## config.mk

```make
export PLATFORM = sky130hd
export DESIGN_NAME = seg_scan_ctrl
export DESIGN_NICKNAME = d
export VERILOG_FILES = /design/src/rtl/seg_pkg.sv /design/src/rtl/seg_digit_regfile.sv /design/src/rtl/seg_scan_ctrl.sv
export SDC_FILE = /design/constraint.sdc
export NUM_CORES = 1
export LEC_CHECK = 0
export ABC_AREA = 1
export CORE_ASPECT_RATIO = 0.5
export CORE_MARGIN = 2
export CORE_UTILIZATION = 60
export CTS_BUF_LIST = sky130_fd_sc_hd__clkbuf_8
export CTS_CLUSTER_SIZE = 25
export DETAILED_ROUTE_END_ITERATION = 12
export MAX_ROUTING_LAYER = met4
export PLACE_DENSITY = 0.81
export SYNTH_ARGS = -nofsm -noshare
export SYNTH_HDL_FRONTEND = slang
export SYNTH_HIERARCHICAL = 1
export SYNTH_SLANG_ARGS = --single-unit
```

## constraint.sdc

```tcl
create_clock -name clk -period 2.6 [get_ports clk]
set_input_delay 0.52 -clock clk [delete_from_list [all_inputs] [get_ports clk]]
set_output_delay 0.52 -clock clk [all_outputs]
set_load 0.01 [all_outputs]
```

## src/rtl/seg_pkg.sv

```systemverilog
// Shared types and constants for the seven-segment scan controller.
package seg_pkg;

  localparam int CODE_W = 5;
  localparam logic [CODE_W-1:0] CODE_BLANK = 5'h10;

  typedef enum logic [1:0] {
    IDLE  = 2'd0,
    GUARD = 2'd1,
    SHOW  = 2'd2
  } scan_state_e;

  // Any code with the blank bit set is presented to the encoder as the canonical blank.
  function automatic logic [CODE_W-1:0] shown_code(input logic [CODE_W-1:0] code);
    logic [CODE_W-1:0] res;
    if (code[CODE_W-1]) begin
      res = CODE_BLANK;
    end else begin
      res = code;
    end
    return res;
  endfunction

endpackage

```

## src/rtl/seg_digit_regfile.sv

```systemverilog
// Per-digit code storage: one write port, one asynchronous read port.
module seg_digit_regfile
  import seg_pkg::*;
#(
  parameter int NUM_DIG = 8,
  parameter int AW      = $clog2(NUM_DIG)
) (
  input  logic              clk,
  input  logic              rst_n,
  input  logic              wr_en,
  input  logic [AW-1:0]     wr_addr,
  input  logic [CODE_W-1:0] wr_data,
  input  logic [AW-1:0]     rd_addr,
  output logic [CODE_W-1:0] rd_data
);

  logic [CODE_W-1:0] mem_r [NUM_DIG];
  logic              wr_ok_s;

  // Addresses past the last digit are dropped rather than aliased.
  assign wr_ok_s = (32'(wr_addr) < 32'(NUM_DIG));
  assign rd_data = mem_r[rd_addr];

  // Digit storage, blanked on reset.
  always_ff @(posedge clk or negedge rst_n) begin
    if (!rst_n) begin
      for (int i = 0; i < NUM_DIG; i++) begin
        mem_r[i] <= CODE_BLANK;
      end
    end else if (wr_en && wr_ok_s) begin
      mem_r[wr_addr] <= wr_data;
    end
  end

endmodule

```

## src/rtl/seg_scan_ctrl.sv

```systemverilog
// Time-multiplexed digit scanner driving one shared seven-segment encoder,
// with an all-off guard interval between digits to suppress ghosting.
module seg_scan_ctrl
  import seg_pkg::*;
#(
  parameter int NUM_DIG   = 8,
  parameter int CNT_MAX   = 50000,
  parameter int GUARD_CYC = 50,
  localparam int AW       = $clog2(NUM_DIG)
) (
  input  logic               clk,
  input  logic               rst_n,
  input  logic               en,
  input  logic               wr_en,
  input  logic [AW-1:0]      wr_addr,
  input  logic [CODE_W-1:0]  wr_data,
  output logic [CODE_W-1:0]  enc_data,
  output logic [NUM_DIG-1:0] sel_n,
  output logic               frame_tick
);

  localparam int CNT_TOP = (CNT_MAX > GUARD_CYC) ? CNT_MAX : GUARD_CYC;
  localparam int CW      = $clog2(CNT_TOP + 1);
  localparam logic [CW-1:0] CNT_LAST   = CW'(CNT_MAX - 1);
  localparam logic [CW-1:0] GUARD_LAST = (GUARD_CYC > 0) ? CW'(GUARD_CYC - 1) : {CW{1'b0}};
  localparam logic [AW-1:0] IDX_LAST   = AW'(NUM_DIG - 1);
  localparam scan_state_e   SLOT_ENTRY = (GUARD_CYC > 0) ? GUARD : SHOW;

  scan_state_e        state_r, state_nxt_s;
  logic [AW-1:0]      idx_r, idx_nxt_s;
  logic [CW-1:0]      cnt_r, cnt_nxt_s;
  logic               tick_nxt_s;
  logic [CODE_W-1:0]  rd_code_s, enc_nxt_s;
  logic [NUM_DIG-1:0] sel_nxt_s;

  // Read with the upcoming index so outputs move on the same edge as idx.
  seg_digit_regfile #(.NUM_DIG(NUM_DIG), .AW(AW)) u_regfile (
    .clk     (clk),
    .rst_n   (rst_n),
    .wr_en   (wr_en),
    .wr_addr (wr_addr),
    .wr_data (wr_data),
    .rd_addr (idx_nxt_s),
    .rd_data (rd_code_s)
  );

  // Scan sequencing; dropping en overrides everything, including the frame pulse.
  always_comb begin
    state_nxt_s = state_r;
    idx_nxt_s   = idx_r;
    cnt_nxt_s   = cnt_r;
    tick_nxt_s  = 1'b0;
    if (!en) begin
      state_nxt_s = IDLE;
      idx_nxt_s   = {AW{1'b0}};
      cnt_nxt_s   = {CW{1'b0}};
    end else begin
      case (state_r)
        IDLE: begin
          idx_nxt_s   = {AW{1'b0}};
          cnt_nxt_s   = {CW{1'b0}};
          state_nxt_s = SLOT_ENTRY;
        end
        GUARD: begin
          if (cnt_r == GUARD_LAST) begin
            cnt_nxt_s   = {CW{1'b0}};
            state_nxt_s = SHOW;
          end else begin
            cnt_nxt_s = cnt_r + CW'(1);
          end
        end
        SHOW: begin
          if (cnt_r == CNT_LAST) begin
            cnt_nxt_s   = {CW{1'b0}};
            state_nxt_s = SLOT_ENTRY;
            if (idx_r == IDX_LAST) begin
              idx_nxt_s  = {AW{1'b0}};
              tick_nxt_s = 1'b1;
            end else begin
              idx_nxt_s = idx_r + AW'(1);
            end
          end else begin
            cnt_nxt_s = cnt_r + CW'(1);
          end
        end
        default: begin
          state_nxt_s = IDLE;
          idx_nxt_s   = {AW{1'b0}};
          cnt_nxt_s   = {CW{1'b0}};
        end
      endcase
    end
  end

  // Output values for the state being entered.
  always_comb begin
    sel_nxt_s = {NUM_DIG{1'b1}};
    enc_nxt_s = CODE_BLANK;
    if (state_nxt_s == SHOW) begin
      sel_nxt_s[idx_nxt_s] = 1'b0;
      enc_nxt_s            = shown_code(rd_code_s);
    end else begin
      sel_nxt_s = {NUM_DIG{1'b1}};
      enc_nxt_s = CODE_BLANK;
    end
  end

  // State, counters and registered display outputs.
  always_ff @(posedge clk or negedge rst_n) begin
    if (!rst_n) begin
      state_r    <= IDLE;
      idx_r      <= {AW{1'b0}};
      cnt_r      <= {CW{1'b0}};
      enc_data   <= CODE_BLANK;
      sel_n      <= {NUM_DIG{1'b1}};
      frame_tick <= 1'b0;
    end else begin
      state_r    <= state_nxt_s;
      idx_r      <= idx_nxt_s;
      cnt_r      <= cnt_nxt_s;
      enc_data   <= enc_nxt_s;
      sel_n      <= sel_nxt_s;
      frame_tick <= tick_nxt_s;
    end
  end

endmodule

```

==> impl_results.html <==
<table>
<tr><th>Metric</th><th>Value</th></tr>
<tr><th colspan="2">Outcome</th></tr>
<tr><td>Run status</td><td>finished clean</td></tr>
<tr><th colspan="2">Drt</th></tr>
<tr><td>Wirelength per Cell</td><td>13.12 microns</td></tr>
<tr><td>Via density per instance</td><td>5.141</td></tr>
<tr><td>Detailed-route DRC error count</td><td>0</td></tr>
<tr><td>Count of nets left with antenna violations after detail routing</td><td>0</td></tr>
<tr><td>Aggregate routed wire length</td><td>8.123 mm</td></tr>
<tr><td>Detailed Route Iter0 Violations</td><td>233</td></tr>
<tr><td>DRT Pass-1 Iters</td><td>6</td></tr>
<tr><td>Via count</td><td>3182</td></tr>
<tr><th colspan="2">Timing</th></tr>
<tr><td>Setup TNS</td><td>0 ns</td></tr>
<tr><td>Upper clock frequency limit</td><td>424.4 MHz</td></tr>
<tr><td>Max-Slew Margin vs Limit</td><td>66.26%</td></tr>
<tr><td>Final number of setup-violating endpoints</td><td>0</td></tr>
<tr><td>Unrepaired setup endpoints after global routing</td><td>no</td></tr>
<tr><td>Number of hold violations in the final report</td><td>0</td></tr>
<tr><td>Max Slew Vio Count</td><td>0</td></tr>
<tr><td>Final period util</td><td>90.62%</td></tr>
<tr><td>Final worst path period need</td><td>2.356 ns</td></tr>
<tr><td>Worst clock skew</td><td>0.006995 ns</td></tr>
<tr><td>Slew of the pin with the lowest slew margin</td><td>0.5061 ns</td></tr>
<tr><th colspan="2">Worst setup path</th></tr>
<tr><td>Startpoint-to-endpoint class of the critical path</td><td>reg -&gt; reg</td></tr>
<tr><td>Endpoint type of the worst setup path</td><td>register</td></tr>
<tr><td>CP Data Arrival Time</td><td>2.65 ns</td></tr>
<tr><td>CP Max Fanout</td><td>21</td></tr>
<tr><td>Startpoint Class</td><td>register</td></tr>
<tr><td>Data required time at the worst endpoint</td><td>2.90 ns</td></tr>
<tr><th colspan="2">Die</th></tr>
<tr><td>Site Rows</td><td>20</td></tr>
<tr><td>Vert. Die Dim</td><td>60.52 microns</td></tr>
<tr><td>Number of placed I/O pins</td><td>26</td></tr>
<tr><td>Die Footprint</td><td>0.007084 sq mm</td></tr>
<tr><td>DIE WIDTH</td><td>117.0 microns</td></tr>
<tr><td>Initial core utilization</td><td>62.53%</td></tr>
<tr><td>Core outline area</td><td>0.006131 sq mm</td></tr>
<tr><th colspan="2">Clock network</th></tr>
<tr><td>Clock tree from TritonCTS</td><td>yes</td></tr>
<tr><td>Clock slew seen by the registers of the worst setup and hold paths</td><td>0.07 ns</td></tr>
<tr><td>Largest buffer count on any clock path</td><td>2</td></tr>
<tr><td>Sinks on the clock net</td><td>75</td></tr>
<tr><td>Cts bufs inserted</td><td>9</td></tr>
<tr><td>Hold buffers post-CTS</td><td>0</td></tr>
<tr><td>Clock latency of the later-clocked register in the worst-skew pair</td><td>0.36 ns</td></tr>
<tr><td>Cell at the root of the clock tree</td><td>sky130_fd_sc_hd__clkbuf_8</td></tr>
<tr><td>Count of H-tree levels built during CTS</td><td>3</td></tr>
<tr><th colspan="2">GRT</th></tr>
<tr><td>Grt ovf</td><td>0</td></tr>
<tr><td>Via count of the first global-routing pass</td><td>2917</td></tr>
<tr><td>Maximum number of pins on one net before global-route repair</td><td>41</td></tr>
<tr><td>First-pass GRT wire length</td><td>13.27 mm</td></tr>
<tr><td>Number of antenna violations at the first check in global routing</td><td>0</td></tr>
<tr><td>Combined global-route utilization of all metal layers</td><td>26.29%</td></tr>
<tr><th colspan="2">Yosys</th></tr>
<tr><td>Average footprint of a synthesized cell</td><td>7.904 sq um</td></tr>
<tr><td>Top cell type by total area after synthesis</td><td>sky130_fd_sc_hd__dfrtp_1</td></tr>
<tr><td>Post-synth cell types</td><td>30</td></tr>
<tr><td>Count of flip-flops with a built-in enable after synthesis</td><td>0</td></tr>
<tr><td>Leading post-synthesis cells by instance count</td><td>sky130_fd_sc_hd__nand2_1, sky130_fd_sc_hd__inv_1, sky130_fd_sc_hd__dfrtp_1, sky130_fd_sc_hd__nor2_1, sky130_fd_sc_hd__o21ai_0</td></tr>
<tr><td>Dominant synthesized flop cell</td><td>sky130_fd_sc_hd__dfrtp_1</td></tr>
<tr><td>Most frequent cell after synthesis</td><td>sky130_fd_sc_hd__nand2_1</td></tr>
<tr><td>Post-Syn Area</td><td>0.003834 sq mm</td></tr>
<tr><td>Fraction of the yosys area taken by sequential cells</td><td>49.51%</td></tr>
<tr><td>Main area contributors after synthesis</td><td>sky130_fd_sc_hd__dfrtp_1, sky130_fd_sc_hd__nand2_1, sky130_fd_sc_hd__dfstp_2</td></tr>
<tr><td>Flop and latch count out of synthesis</td><td>75</td></tr>
<tr><td>Top-area cell type share of the netlist area</td><td>37.86%</td></tr>
<tr><td>Total number of yosys warnings</td><td>6</td></tr>
<tr><td>Gate count after technology mapping</td><td>485</td></tr>
<tr><td>FFs w/ async S/R, synth</td><td>100.0%</td></tr>
<tr><td>Number of nets produced by synthesis</td><td>505</td></tr>
<tr><th colspan="2">Place</th></tr>
<tr><td>Final weighted congestion in routability-driven placement</td><td>0.9088</td></tr>
<tr><td>I/O Buffers</td><td>25</td></tr>
<tr><td>HPWL after detailed placement</td><td>5.657 mm</td></tr>
<tr><td>Placed cell count</td><td>596</td></tr>
<tr><td>Area after DPL</td><td>0.004212 sq mm</td></tr>
<tr><th colspan="2">Final layout</th></tr>
<tr><td>Area added between synthesis and finish</td><td>16.35%</td></tr>
<tr><td>Number of nets in the layout</td><td>546</td></tr>
<tr><td>Share of post-route cells with drive strength above 1</td><td>14.12%</td></tr>
<tr><td>Final cell area excluding filler cells</td><td>0.004461 sq mm</td></tr>
<tr><td>Ant diodes</td><td>0</td></tr>
<tr><td>Layout Cells excl Fill</td><td>619</td></tr>
<tr><td>Post-layout util</td><td>72.76%</td></tr>
<tr><th colspan="2">Power and ir drop</th></tr>
<tr><td>Worst VDD drop</td><td>0.0003992 V</td></tr>
<tr><td>Overall power consumption</td><td>2513 uW</td></tr>
<tr><td>PD cells</td><td>563.5 mW/mm^2</td></tr>
<tr><td>Static leakage</td><td>0.002205 uW</td></tr>
<tr><th colspan="2">Min path</th></tr>
<tr><td>Min-delay worst type</td><td>in -&gt; async</td></tr>
<tr><th colspan="2">Run</th></tr>
<tr><td>Count of max-cap constraint violations</td><td>0</td></tr>
</table>
==> sequential cells by signal (all words and copies together) (netlist names) <==
signal	cells
u_regfile/mem_r	40
cnt_r	16
sel_n	8
enc_data	5
idx_r	3
state_r	2
frame_tick	1
==> worst max-delay path: stages, from the launching register on <==
cell and delay (ns):
sky130_fd_sc_hd__dfrtp_1 0.40, sky130_fd_sc_hd__ha_1 0.22, sky130_fd_sc_hd__nand3_2 0.16, sky130_fd_sc_hd__nor2_4 0.20, sky130_fd_sc_hd__nand2_4 0.10, sky130_fd_sc_hd__nand2_2 0.08
sky130_fd_sc_hd__nand2_2 0.06, sky130_fd_sc_hd__a21oi_4 0.14, sky130_fd_sc_hd__buf_12 0.15, sky130_fd_sc_hd__buf_12 0.15, sky130_fd_sc_hd__nand2_1 0.08, sky130_fd_sc_hd__nand3_1 0.09
sky130_fd_sc_hd__nand2_1 0.05, sky130_fd_sc_hd__nand2_1 0.06, sky130_fd_sc_hd__nand2_1 0.05, sky130_fd_sc_hd__inv_1 0.09, sky130_fd_sc_hd__nand3_1 0.11, sky130_fd_sc_hd__nor2_1 0.10
==> area by class of cell <==
type | count | area, sq um
Timing Repair inverter | 2 | 12.51
Multi-Input combinational cell | 325 | 1604
Sequential cell | 75 | 1898
Timing Repair Buffer | 34 | 352.8
Clock buffer | 10 | 137.6
Clock inverter | 6 | 41.29
Tap cell | 88 | 110.1
Fill cell | 457 | 1670
Inverter | 79 | 304.0
==> metal layers <==
metal  track usage (%)  vias up  part of all wire (%)  routed length [microns]
met5                 -        -                     0                        0
met4             10.42        0                  0.78                       63
met3             7.892        8                   4.9                      396
met2             41.12       86                    48                     3878
met1             32.71     1520                    47                     3786
li1                  -     1568                     -                        -
==> timing repair <==
item	in CTS	in global routing
buffers inserted	0	5
endpoints found under the setup margin	0	5
resized for setup	0	3
==> power by group <==
group	total, uW	leakage [uW]	switching [uW]	internal [uW]
combinational	333	0.00118	210	124
clock	812	0.0000843	443	369
sequential	1370	0.000941	64.6	1300
total	2510	0.00221	717	1800
==> per-stage QoR <==
| stage | setup WS, ns | hold slack, ns |
|---|---|---|
| 2_1_floorplan | 0.4491 | 0.2244 |
| 3_3_place_gp | 0.1730 | 0.4677 |
| 3_5_place_dp | 0.1212 | 0.4730 |
| 4_1_cts | 0.1429 | 0.1209 |
| 5_1_grt | 0.02908 | 0.1426 |
| 6_report | 0.2440 | 0.1223 |
==> layout by cell type, fill, tap and decap left out, types with 4 or more instances in the layout <==
cell type / n
sky130_fd_sc_hd__clkbuf_8: 10
sky130_fd_sc_hd__clkdlybuf4s50_1: 24
sky130_fd_sc_hd__nand3_1: 33
sky130_fd_sc_hd__clkinvlp_4: 6
sky130_fd_sc_hd__inv_1: 74
sky130_fd_sc_hd__nor2_2: 6
sky130_fd_sc_hd__dfrtp_1: 58
sky130_fd_sc_hd__nor2_4: 4
sky130_fd_sc_hd__nand2_2: 9
sky130_fd_sc_hd__ha_1: 8
sky130_fd_sc_hd__nand2_1: 150
sky130_fd_sc_hd__buf_4: 7
sky130_fd_sc_hd__nor2_1: 43
sky130_fd_sc_hd__xor2_1: 10
sky130_fd_sc_hd__dfstp_2: 17
sky130_fd_sc_hd__o21ai_0: 40
==> final timing paths <==
| check | from | to | slack [ns] | cells after the start |
|---|---|---|---|---|
| worst max-delay path | cnt_r[0]$_DFF_PN0_ | enc_data[3]$_DFF_PN0_ | 0.24 | 17 |
| worst max register to register | cnt_r[0]$_DFF_PN0_ | enc_data[3]$_DFF_PN0_ | 0.24 | 17 |
| worst min-delay path | rst_n | u_regfile/mem_r[15]$_DFFE_PN0P_ | 0.12 | 1 |
| worst min register to register | u_regfile/mem_r[21]$_DFFE_PN0P_ | u_regfile/mem_r[21]$_DFFE_PN0P_ | 0.49 | 2 |
| min in group clk | u_regfile/mem_r[21]$_DFFE_PN0P_ | u_regfile/mem_r[21]$_DFFE_PN0P_ | 0.49 | 2 |
| max in group asynchronous | rst_n | sel_n[1]$_DFF_PN1_ | 1.85 | 2 |
==> cell families (layout without fill, tap and decap cells) <==
logic type	Yosys count	after routing	share of synthesized area, %
DFF	75	75	49.51
and+or+nand+nor	258	258	29.80
xor gates and xnor gates	13	13	2.970
buffers and inverters	85	131	8.649
adders and majority gates	8	8	2.611
AOI/OAI and AO/OA	46	46	6.462
Power figures use the tool's default switching activity.
